$ cat src/rtl/stage_wb.sv
`default_nettype none
// +--------------------------------------------------------------------------+
// | stage_wb: MEM/WB pipeline register and register-file write port driver.  |
// | Optional macro WB_BYPASS_EN: forward the write-back value to ID reads.   |
// | Revision: 1.0                                                            |
// +--------------------------------------------------------------------------+
module stage_wb #(
  parameter int data_width = 32,
  parameter int reg_addr   = 3,
  parameter bit ZERO_REG   = 1'b1
) (
  input  logic                  clk,
  input  logic                  rst_n,
  input  logic                  stall,
  input  logic                  flush,
  input  logic                  mem_valid,
  input  logic                  mem_WRegEn,
  input  logic                  mem_isMemInst,
  input  logic [reg_addr-1:0]   mem_wReg1,
  input  logic [data_width-1:0] mem_alu_result,
  input  logic [data_width-1:0] mem_rdata,
  input  logic [reg_addr-1:0]   id_r1addr,
  input  logic [reg_addr-1:0]   id_r2addr,
  input  logic [data_width-1:0] id_r1data_in,
  input  logic [data_width-1:0] id_r2data_in,
  output logic                  WRegEn_out,
  output logic [reg_addr-1:0]   wReg1_out,
  output logic [data_width-1:0] wdata_out,
  output logic                  wb_valid,
  output logic [31:0]           retire_cnt,
  output logic [data_width-1:0] r1_fwd,
  output logic [data_width-1:0] r2_fwd
);

  logic                  valid_q, valid_d;
  logic                  wen_q, wen_d;
  logic [reg_addr-1:0]   wreg_q, wreg_d;
  logic [data_width-1:0] data_q, data_d;
  logic                  done_q, done_d;
  logic [31:0]           cnt_q, cnt_d;
  logic                  fire;

  // done marks an entry already written, so a stalled entry writes only once
  assign fire = valid_q & ~done_q;

  always_comb begin
    valid_d = valid_q;
    wen_d   = wen_q;
    wreg_d  = wreg_q;
    data_d  = data_q;
    done_d  = done_q;
    cnt_d   = cnt_q + {31'd0, fire};
    if (flush) begin
      valid_d = 1'b0;
      done_d  = 1'b0;
    end else if (stall) begin
      if (valid_q) done_d = 1'b1;
    end else begin
      valid_d = mem_valid;
      wen_d   = mem_WRegEn;
      wreg_d  = mem_wReg1;
      data_d  = mem_isMemInst ? mem_rdata : mem_alu_result;
      done_d  = 1'b0;
    end
  end

  always_ff @(posedge clk) begin
    if (!rst_n) begin
      valid_q <= 1'b0;
      wen_q   <= 1'b0;
      wreg_q  <= '0;
      data_q  <= '0;
      done_q  <= 1'b0;
      cnt_q   <= '0;
    end else begin
      valid_q <= valid_d;
      wen_q   <= wen_d;
      wreg_q  <= wreg_d;
      data_q  <= data_d;
      done_q  <= done_d;
      cnt_q   <= cnt_d;
    end
  end

  assign WRegEn_out = fire & wen_q & ~(ZERO_REG && (wreg_q == '0));
  assign wReg1_out  = wreg_q;
  assign wdata_out  = data_q;
  assign wb_valid   = valid_q;
  assign retire_cnt = cnt_q;

`ifdef WB_BYPASS_EN
  assign r1_fwd = (WRegEn_out && (wReg1_out == id_r1addr)) ? wdata_out : id_r1data_in;
  assign r2_fwd = (WRegEn_out && (wReg1_out == id_r2addr)) ? wdata_out : id_r2data_in;
`else
  logic unused_id_addr;
  assign unused_id_addr = ^{id_r1addr, id_r2addr};
  assign r1_fwd = id_r1data_in;
  assign r2_fwd = id_r2data_in;
`endif

endmodule
`default_nettype wire

$ cat config.mk
export PLATFORM = sky130hd
export DESIGN_NAME = stage_wb
export DESIGN_NICKNAME = d
export VERILOG_FILES = /design/src/rtl/stage_wb.sv
export SDC_FILE = /design/constraint.sdc
export NUM_CORES = 1
export LEC_CHECK = 0
export BUFFER_PORTS_ARGS = -buffer_cell sky130_fd_sc_hd__buf_2
export CAP_MARGIN = 20
export CORE_AREA = 2 2 106 108
export CTS_BUF_LIST = sky130_fd_sc_hd__clkbuf_16
export CTS_CLUSTER_SIZE = 10
export DETAILED_ROUTE_END_ITERATION = 10
export DIE_AREA = 0 0 108 110
export GPL_TIMING_DRIVEN = 0
export PLACE_DENSITY_LB_ADDON = 0.12
export SLEW_MARGIN = 40
export SYNTH_ARGS = -nofsm -noshare
export SYNTH_HDL_FRONTEND = slang
export SYNTH_SLANG_ARGS = --single-unit
$ cat constraint.sdc
create_clock -name clk -period 4.5 [get_ports clk]
set_input_delay 0.225 -clock clk [delete_from_list [all_inputs] [get_ports clk]]
set_output_delay 0.225 -clock clk [all_outputs]
set_load 0.01 [all_outputs]
After elaboration in Yosys (flattened, before gate mapping)
Index checks and enable logic that the tools add are counted.

operators by class
  add/sub/neg operators = 1
  reductions and logical operators = 4
  muxes and demuxes = 1
  bitwise operators = 8

operators with widths
  cell                                      count
  32-bit by 1-bit adder with 32-bit output  1
  32-bit two-way mux                        1
  1-bit inverter                            5
  1-bit AND                                 3
  3-bit zero test                           1
  3-bit OR reduction                        1
  2-bit AND reduction                       1
  2-bit OR reduction                        1

word-level totals
  word-level logic and storage cells = 20
  flip-flop bits (word level) = 70

Depth between registers and ports, before layout
Gate-level depths: netlist of run 1.

  depth in word-level cells = 4
  depth in mapped cells = 7
  gate-level depth less buffers = 7

Worst setup path after synthesis of run 1
Ideal clock, no wire load.

  path kind = reg2reg
  from = register valid_q (netlist: wb_valid)
  to = register cnt_q[14] (netlist: retire_cnt[14])
  slack = 2539 ps
  buffers on the path = 0
  data required time = 4430 ps
  arrival time = 1891 ps
  cell stages (with the launch flop) = 8
  path through = dfxtp_1 > nor2b_1 > ha_1 > ha_1 > nand2_1 > or3_1 > or3_1 > a21oi_1

on the way
  longest elaborated chain between the ends = 2

ends and longest elaborated chain
  item                                      RTL line  RTL
  start: declaration                        35        logic valid_q, valid_d;
  start signal: assignment                  76        valid_q <= valid_d;
  1-bit AND                                 44        assign fire = valid_q & ~done_q;
  32-bit by 1-bit adder with 32-bit output  52        cnt_d = cnt_q + {31'd0, fire};
  end signal: assignment                    81        cnt_q <= cnt_d;
  end: declaration                          40        logic [31:0] cnt_q, cnt_d;

No other way between the ends.
A chain may end at the register's enable or synchronous reset.

Final worst setup path of run 1
  from = register valid_q (netlist: wb_valid)
  to = register cnt_q[26] (netlist: retire_cnt[26])

The elaborated chain is that of the path after synthesis.

==> flow_summary.json, run 1 <==
{
  "outcome": "complete, no violations",
  "place.port_buffers": 205,
  "timing.final.max_slew_violations": 0,
  "leakage_uw": 0.00259,
  "start_util_pct": 34.2,
  "grt_pass1_vias": 3210,
  "ys_seq_area_share_pct": 38.3,
  "async_reset_ff_share_pct": 0,
  "synth_ff_type": "dfxtp_1",
  "cts_tree": "built",
  "wl_met2_um": 4770,
  "p_per_area_nw_per_um2": 325,
  "drcViolationCount": 0,
  "clkPwrFrac_pct": 47.5,
  "synth_most_common_cell": "dfxtp_1",
  "wl_met3_um": 833,
  "grt-ovfl-total": 0,
  "min_to": "wReg1_out[0]",
  "avgViaCountPerCell": 4.66,
  "worst-path-max-fanout": 6,
  "ys_ff_latch": 70,
  "swShare_pct": 22.7,
  "final_core_util_pct": 48.6,
  "ys_top_cells_by_area": "dfxtp_1 (38%), buf_4 (13%), mux2i_1 (11%)",
  "final_hold_viol_count": 0,
  "cp_cell_sequence": "nor2b_1 > ha_1 > ha_1 > nand2_1 > nor3_1 > nand4_1 > mux2i_1",
  "place.gp.congestion": 0.763,
  "r2r_start": "wb_valid",
  "max-cap-violations": 0,
  "reg2reg_depth": 7,
  "antenna_left": 0,
  "place_ws_ps": 2160,
  "ir_worst_vdd_v": 0.000196,
  "worst_hold_startpoint": "mem_wReg1[0]",
  "clk_pin_slew_ps": 60,
  "post-route-period-util_pct": 52.6,
  "hold_path.class": "input pin to flip-flop",
  "p_sw_uw": 383,
  "synth_top_cell_by_area": "dfxtp_1",
  "root_buffer": "clkbuf_16",
  "slew_headroom_pct": 52.0,
  "dr.pass1.iters": 4,
  "crit_top_cell": "ha_1",
  "r2r_slack_ps": 2130,
  "r2r-end": "retire_cnt[26]",
  "start_kind": "flip-flop",
  "numCtsBuffers": 9,
  "critPathArrivalTime_ps": 2570,
  "num_vias": 3598,
  "ctsHoldBuffers": 0,
  "die_h_um": 110,
  "drt_wl_total_um": 9910,
  "grtUsageTotal_pct": 15.8,
  "critPathRequiredTime_ps": 4710,
  "yosys-top-cells-count": "dfxtp_1 (70), buf_4 (64), nor2_1 (44)",
  "clock_path_buffers": 2,
  "setup_violations": 0,
  "ioPinCount": 277,
  "top_layer_used": "met4",
  "diodes": 0,
  "cp-end-kind": "flip-flop",
  "rsz0062_at_grt": "false",
  "syn_to_final_growth_pct": 42.1,
  "cts_setup_buffers": 0,
  "hold-worst-slack_ps": 143,
  "clk_latency_ps": 320,
  "synth.avg_cell_area_um2": 8.90,
  "synth_cell_types": 34,
  "skew_ps": 6.26,
  "drive_gt1_share_pct": 45.9,
  "drtIter0Drc": 79,
  "dp_hpwl_um": 7940,
  "finalNetCount": 774,
  "cts-htree-levels": 3,
  "path_class": "flip-flop to flip-flop",
  "worst_slack_ps": 2130,
  "p_int_uw": 1300,
  "seqPwrFrac_pct": 38.7,
  "yosysWarnings": 0,
  "core_area_um2": 10700,
  "cts.sinks": 70,
  "grt_max_degree": 13,
  "timing.fmax_mhz": 423,
  "setup_tns_ps": 0,
  "rows": 38,
  "post-synth-top-area-fraction_pct": 38.3,
  "combinationalPowerShare_pct": 13.8,
  "post_synth_instance_area_um2": 3660,
  "grt_pass1_wl_um": 15200,
  "syn_nets": 558,
  "hold_depth": 3,
  "period_needed_ps": 2370,
  "die_x_um": 108,
  "worst_pin_slew_ps": 715,
  "crit_slowest_cell": "nor3_1",
  "wl_met1_um": 4240,
  "wire_per_inst_um": 12.8,
  "synth_edf_count": 0,
  "cp_slowest_stage_delay_ps": 590,
  "die-area_um2": 11900,
  "synthCells": 411,
  "cts_resized": 0,
  "grt_antenna_before_repair": 0
}
## cells in the final DEF (no fill, tap or decap), drive strengths merged, types with 3 or more instances in the layout
cell	netlist	final
bufinv	0	3
inv	3	3
nand4	6	6
nand2b	11	11
and4	5	5
o311ai	4	4
nand2	18	18
xor2	3	3
nor4	3	3
and2	3	3
nor3	3	3
and3	9	9
xnor2	7	7
nand3	17	17
o31ai	4	4
o21ai	9	9
clkinv	0	4
buf	68	273
a21oi	13	13
a211oi	32	32
dfxtp	70	70
clkbuf	17	26
or3	7	7
mux2i	40	40
o41ai	4	4
or4	4	4
ha	3	3
nor2	44	44
## final cells by class
class / instances / area (um2)
multi-input combinational: 253 / 1680
timing repair buffer: 205 / 1030
fill: 1064 / 5500
buffer: 85 / 563
sequential: 70 / 1400
clock buffer: 9 / 225
inverter: 3 / 11.3
clock inverter: 7 / 113
tap: 140 / 175
## power by group through the flow
stage / logic [uW] / registers [uW] / clock network [uW]
6_report: 233 / 653 / 800
5_1_grt: 258 / 656 / 842
4_1_cts: 236 / 654 / 818
3_5_place_dp: 236 / 667 / 0
3_3_place_gp: 234 / 666 / 0
2_1_floorplan: 126 / 676 / 0
## routing by layer
layer	GRT usage, %	vias up
met5	0	-
met4	3.94	0
met3	4.23	6
met2	27.4	162
met1	19.6	1595
li1	-	1835
## critical path: cells and delay by family (launching register included)
family                   cells  cell delay, ps
adder cells (fa/ha/maj)      2             480
flip-flops                   1             370
multiplexers                 1             150
AND/OR/NAND/NOR              4            1250
## kinds of logic after synthesis
group / share of synthesized area [%]
compound gates: 12.6
buf+inv: 15.7
fa+ha+maj: 1.03
flops: 38.3
xor+xnor: 2.39
simple gates: 19.0
mux: 10.9
## flip-flops by register name (all words and copies together), names as in the netlist
signal	flops
wReg1_out	3
retire_cnt	32
wdata_out	32
wen_q	1
wb_valid	1
done_q	1
## through the flow
stage / area [um2] / power [uW] / cells
global placement: 4860 / 900 / 756
finish: 5200 / 1690 / 772
global route: 5200 / 1760 / 772
CTS: 5200 / 1710 / 772
floorplan: 3660 / 803 / 411
detailed placement: 4860 / 903 / 756
## worst max-delay path by stage
stage	start	depth (start not counted)	end
floorplan	wb_valid	7	retire_cnt[14]
global placement	wb_valid	7	retire_cnt[26]
detailed placement	wb_valid	7	retire_cnt[26]
CTS	wb_valid	7	retire_cnt[26]
global route	wb_valid	7	retire_cnt[26]
finish	wb_valid	7	retire_cnt[26]
Power figures use the tool's default switching activity.
==> run 2: changes to the inputs <==
Settings changed: CORE_AREA 2 2 106 108 to 2 2 108 110, DIE_AREA 0 0 108 110 to 0 0 110 112.
Clock period 4.5 ns to 2.44 ns, I/O delays scaled along.
==> flow_summary.json, run 2 (synthesized netlist as in run 1, its figures left out) <==
{
  "worstSetupStartpoint": "wb_valid",
  "hold-worst-slack_ps": 33.5,
  "rows": 39,
  "diodes": 0,
  "ctsHoldBuffers": 0,
  "final_cell_area_um2": 5180,
  "leakage_uw": 0.00258,
  "drive_gt1_share_pct": 46.0,
  "r2r_start": "wb_valid",
  "final_hold_viol_count": 0,
  "crit_slowest_cell": "or3_1",
  "worst_pin_slew_ps": 536,
  "finalNetCount": 774,
  "avgViaCountPerCell": 4.69,
  "timing.fmax_mhz": 452,
  "place.gp.congestion": 0.754,
  "clk_pin_slew_ps": 60,
  "critPathArrivalTime_ps": 2470,
  "critPathRequiredTime_ps": 2700,
  "crit_family": "simple AND/OR/NAND/NOR gates",
  "place.port_buffers": 205,
  "wl_met2_um": 4930,
  "placed_cell_area_um2": 4860,
  "die_x_um": 110,
  "setup_violations": 0,
  "setup_tns_ps": 0,
  "worst-path-max-fanout": 6,
  "num_vias": 3635,
  "cp_slowest_stage_delay_ps": 410,
  "wl_met1_um": 4010,
  "clk_latency_ps": 330,
  "drtIter0Drc": 99,
  "cts.sinks": 70,
  "final_common_cell": "buf_2",
  "clock_path_buffers": 2,
  "cp_cell_sequence": "nor2b_1 > ha_1 > ha_1 > nand2_1 > or3_1 > or3_1 > a21oi_1",
  "dp_hpwl_um": 8050,
  "wl_met3_um": 909,
  "grt_pass1_wl_um": 15000,
  "die-area_um2": 12300,
  "root_buffer": "clkbuf_16",
  "r2r_slack_ps": 230,
  "hold_path.class": "input pin to flip-flop",
  "period_needed_ps": 2210,
  "core_area_um2": 11200,
  "start_util_pct": 32.7,
  "grt-ovfl-total": 0,
  "drt_wl_total_um": 9990,
  "top_layer_used": "met4",
  "timing.final.max_slew_violations": 0,
  "grt_pass1_vias": 3268,
  "cts-htree-levels": 3,
  "ir_worst_vdd_v": 0.000237,
  "worst_hold_startpoint": "mem_wReg1[0]",
  "max-cap-violations": 0,
  "grt_antenna_before_repair": 0,
  "post-route-period-util_pct": 90.7,
  "path_class": "flip-flop to flip-flop",
  "crit_buf_inv": 0,
  "outcome": "complete, no violations",
  "grtUsageTotal_pct": 15.5,
  "grt_max_degree": 13,
  "cts_tree": "built",
  "ioPinCount": 277,
  "syn_to_final_growth_pct": 41.7,
  "numCtsBuffers": 9,
  "die_h_um": 112,
  "start_kind": "flip-flop",
  "final_core_util_pct": 46.4,
  "drcViolationCount": 0,
  "cp-end-kind": "flip-flop",
  "antenna_left": 0,
  "layout_common_cells": "buf_2 (208), dfxtp_1 (70), buf_4 (64), nor2_1 (44), mux2i_1 (40)",
  "skew_ps": 8.60,
  "slew_headroom_pct": 64.3,
  "power_uw": 3010,
  "rsz0062_at_grt": "false",
  "p_per_area_nw_per_um2": 582,
  "dr.pass1.iters": 4,
  "wire_per_inst_um": 12.9
}
run 2: cell count changes in the layout (fill, tap and decap cells not counted), sizes merged:
cell,before,now
inv,3,4
clkinv,4,3
bufinv,3,2
clkinvlp,0,1
run 2: path summary, 6_finish.rpt:
check | end | depth (start not counted)
worst max-delay path | retire_cnt[14] | 7
worst max register to register | retire_cnt[14] | 7
worst min-delay path | wReg1_out[0] | 3
worst min register to register | retire_cnt[31] | 2
run 2: report_power, final:
group,leakage [uW],internal (uW),switching [uW]
clock network,0.000157,889,493
logic,0.00185,227,202
registers,0.000571,1180,20.1
run 2: final cells by class:
class,count,area [um2]
Tap cell,143,179
Timing Repair Buffer,205,1030
Clock buffer,9,225
Fill cell,1106,5990
Sequential cell,70,1400
Buffer,85,563
Inverter,3,11.3
Clock inverter,7,90.1
Multi-Input combinational cell,253,1690
run 2: tightest hold or removal path, cell delays in order:
cell	delay [ps]
buf_2	90
nand2_1	50
a21oi_1	50
run 2: what timing repair did:
action | 4_1_cts | 5_1_grt
buffers inserted | 0 | 0
setup endpoints to repair | 0 | 5
hold endpoints to repair | 0 | 0
gates resized for setup | 0 | 1
run 2: per-stage QoR:
stage | std cells | worst slack [ps]
final | 775 | 227
after detailed placement | 759 | 166
after CTS | 775 | 128
after floorplan | 411 | 479
after global placement | 759 | 164
after global routing | 775 | 27.1
run 2: per-layer routing:
metal | up-vias | track usage [%]
li1 | 1842 | -
met1 | 1622 | 17.9
met2 | 160 | 26.1
met3 | 11 | 4.39
met4 | 0 | 7.00
met5 | - | 0
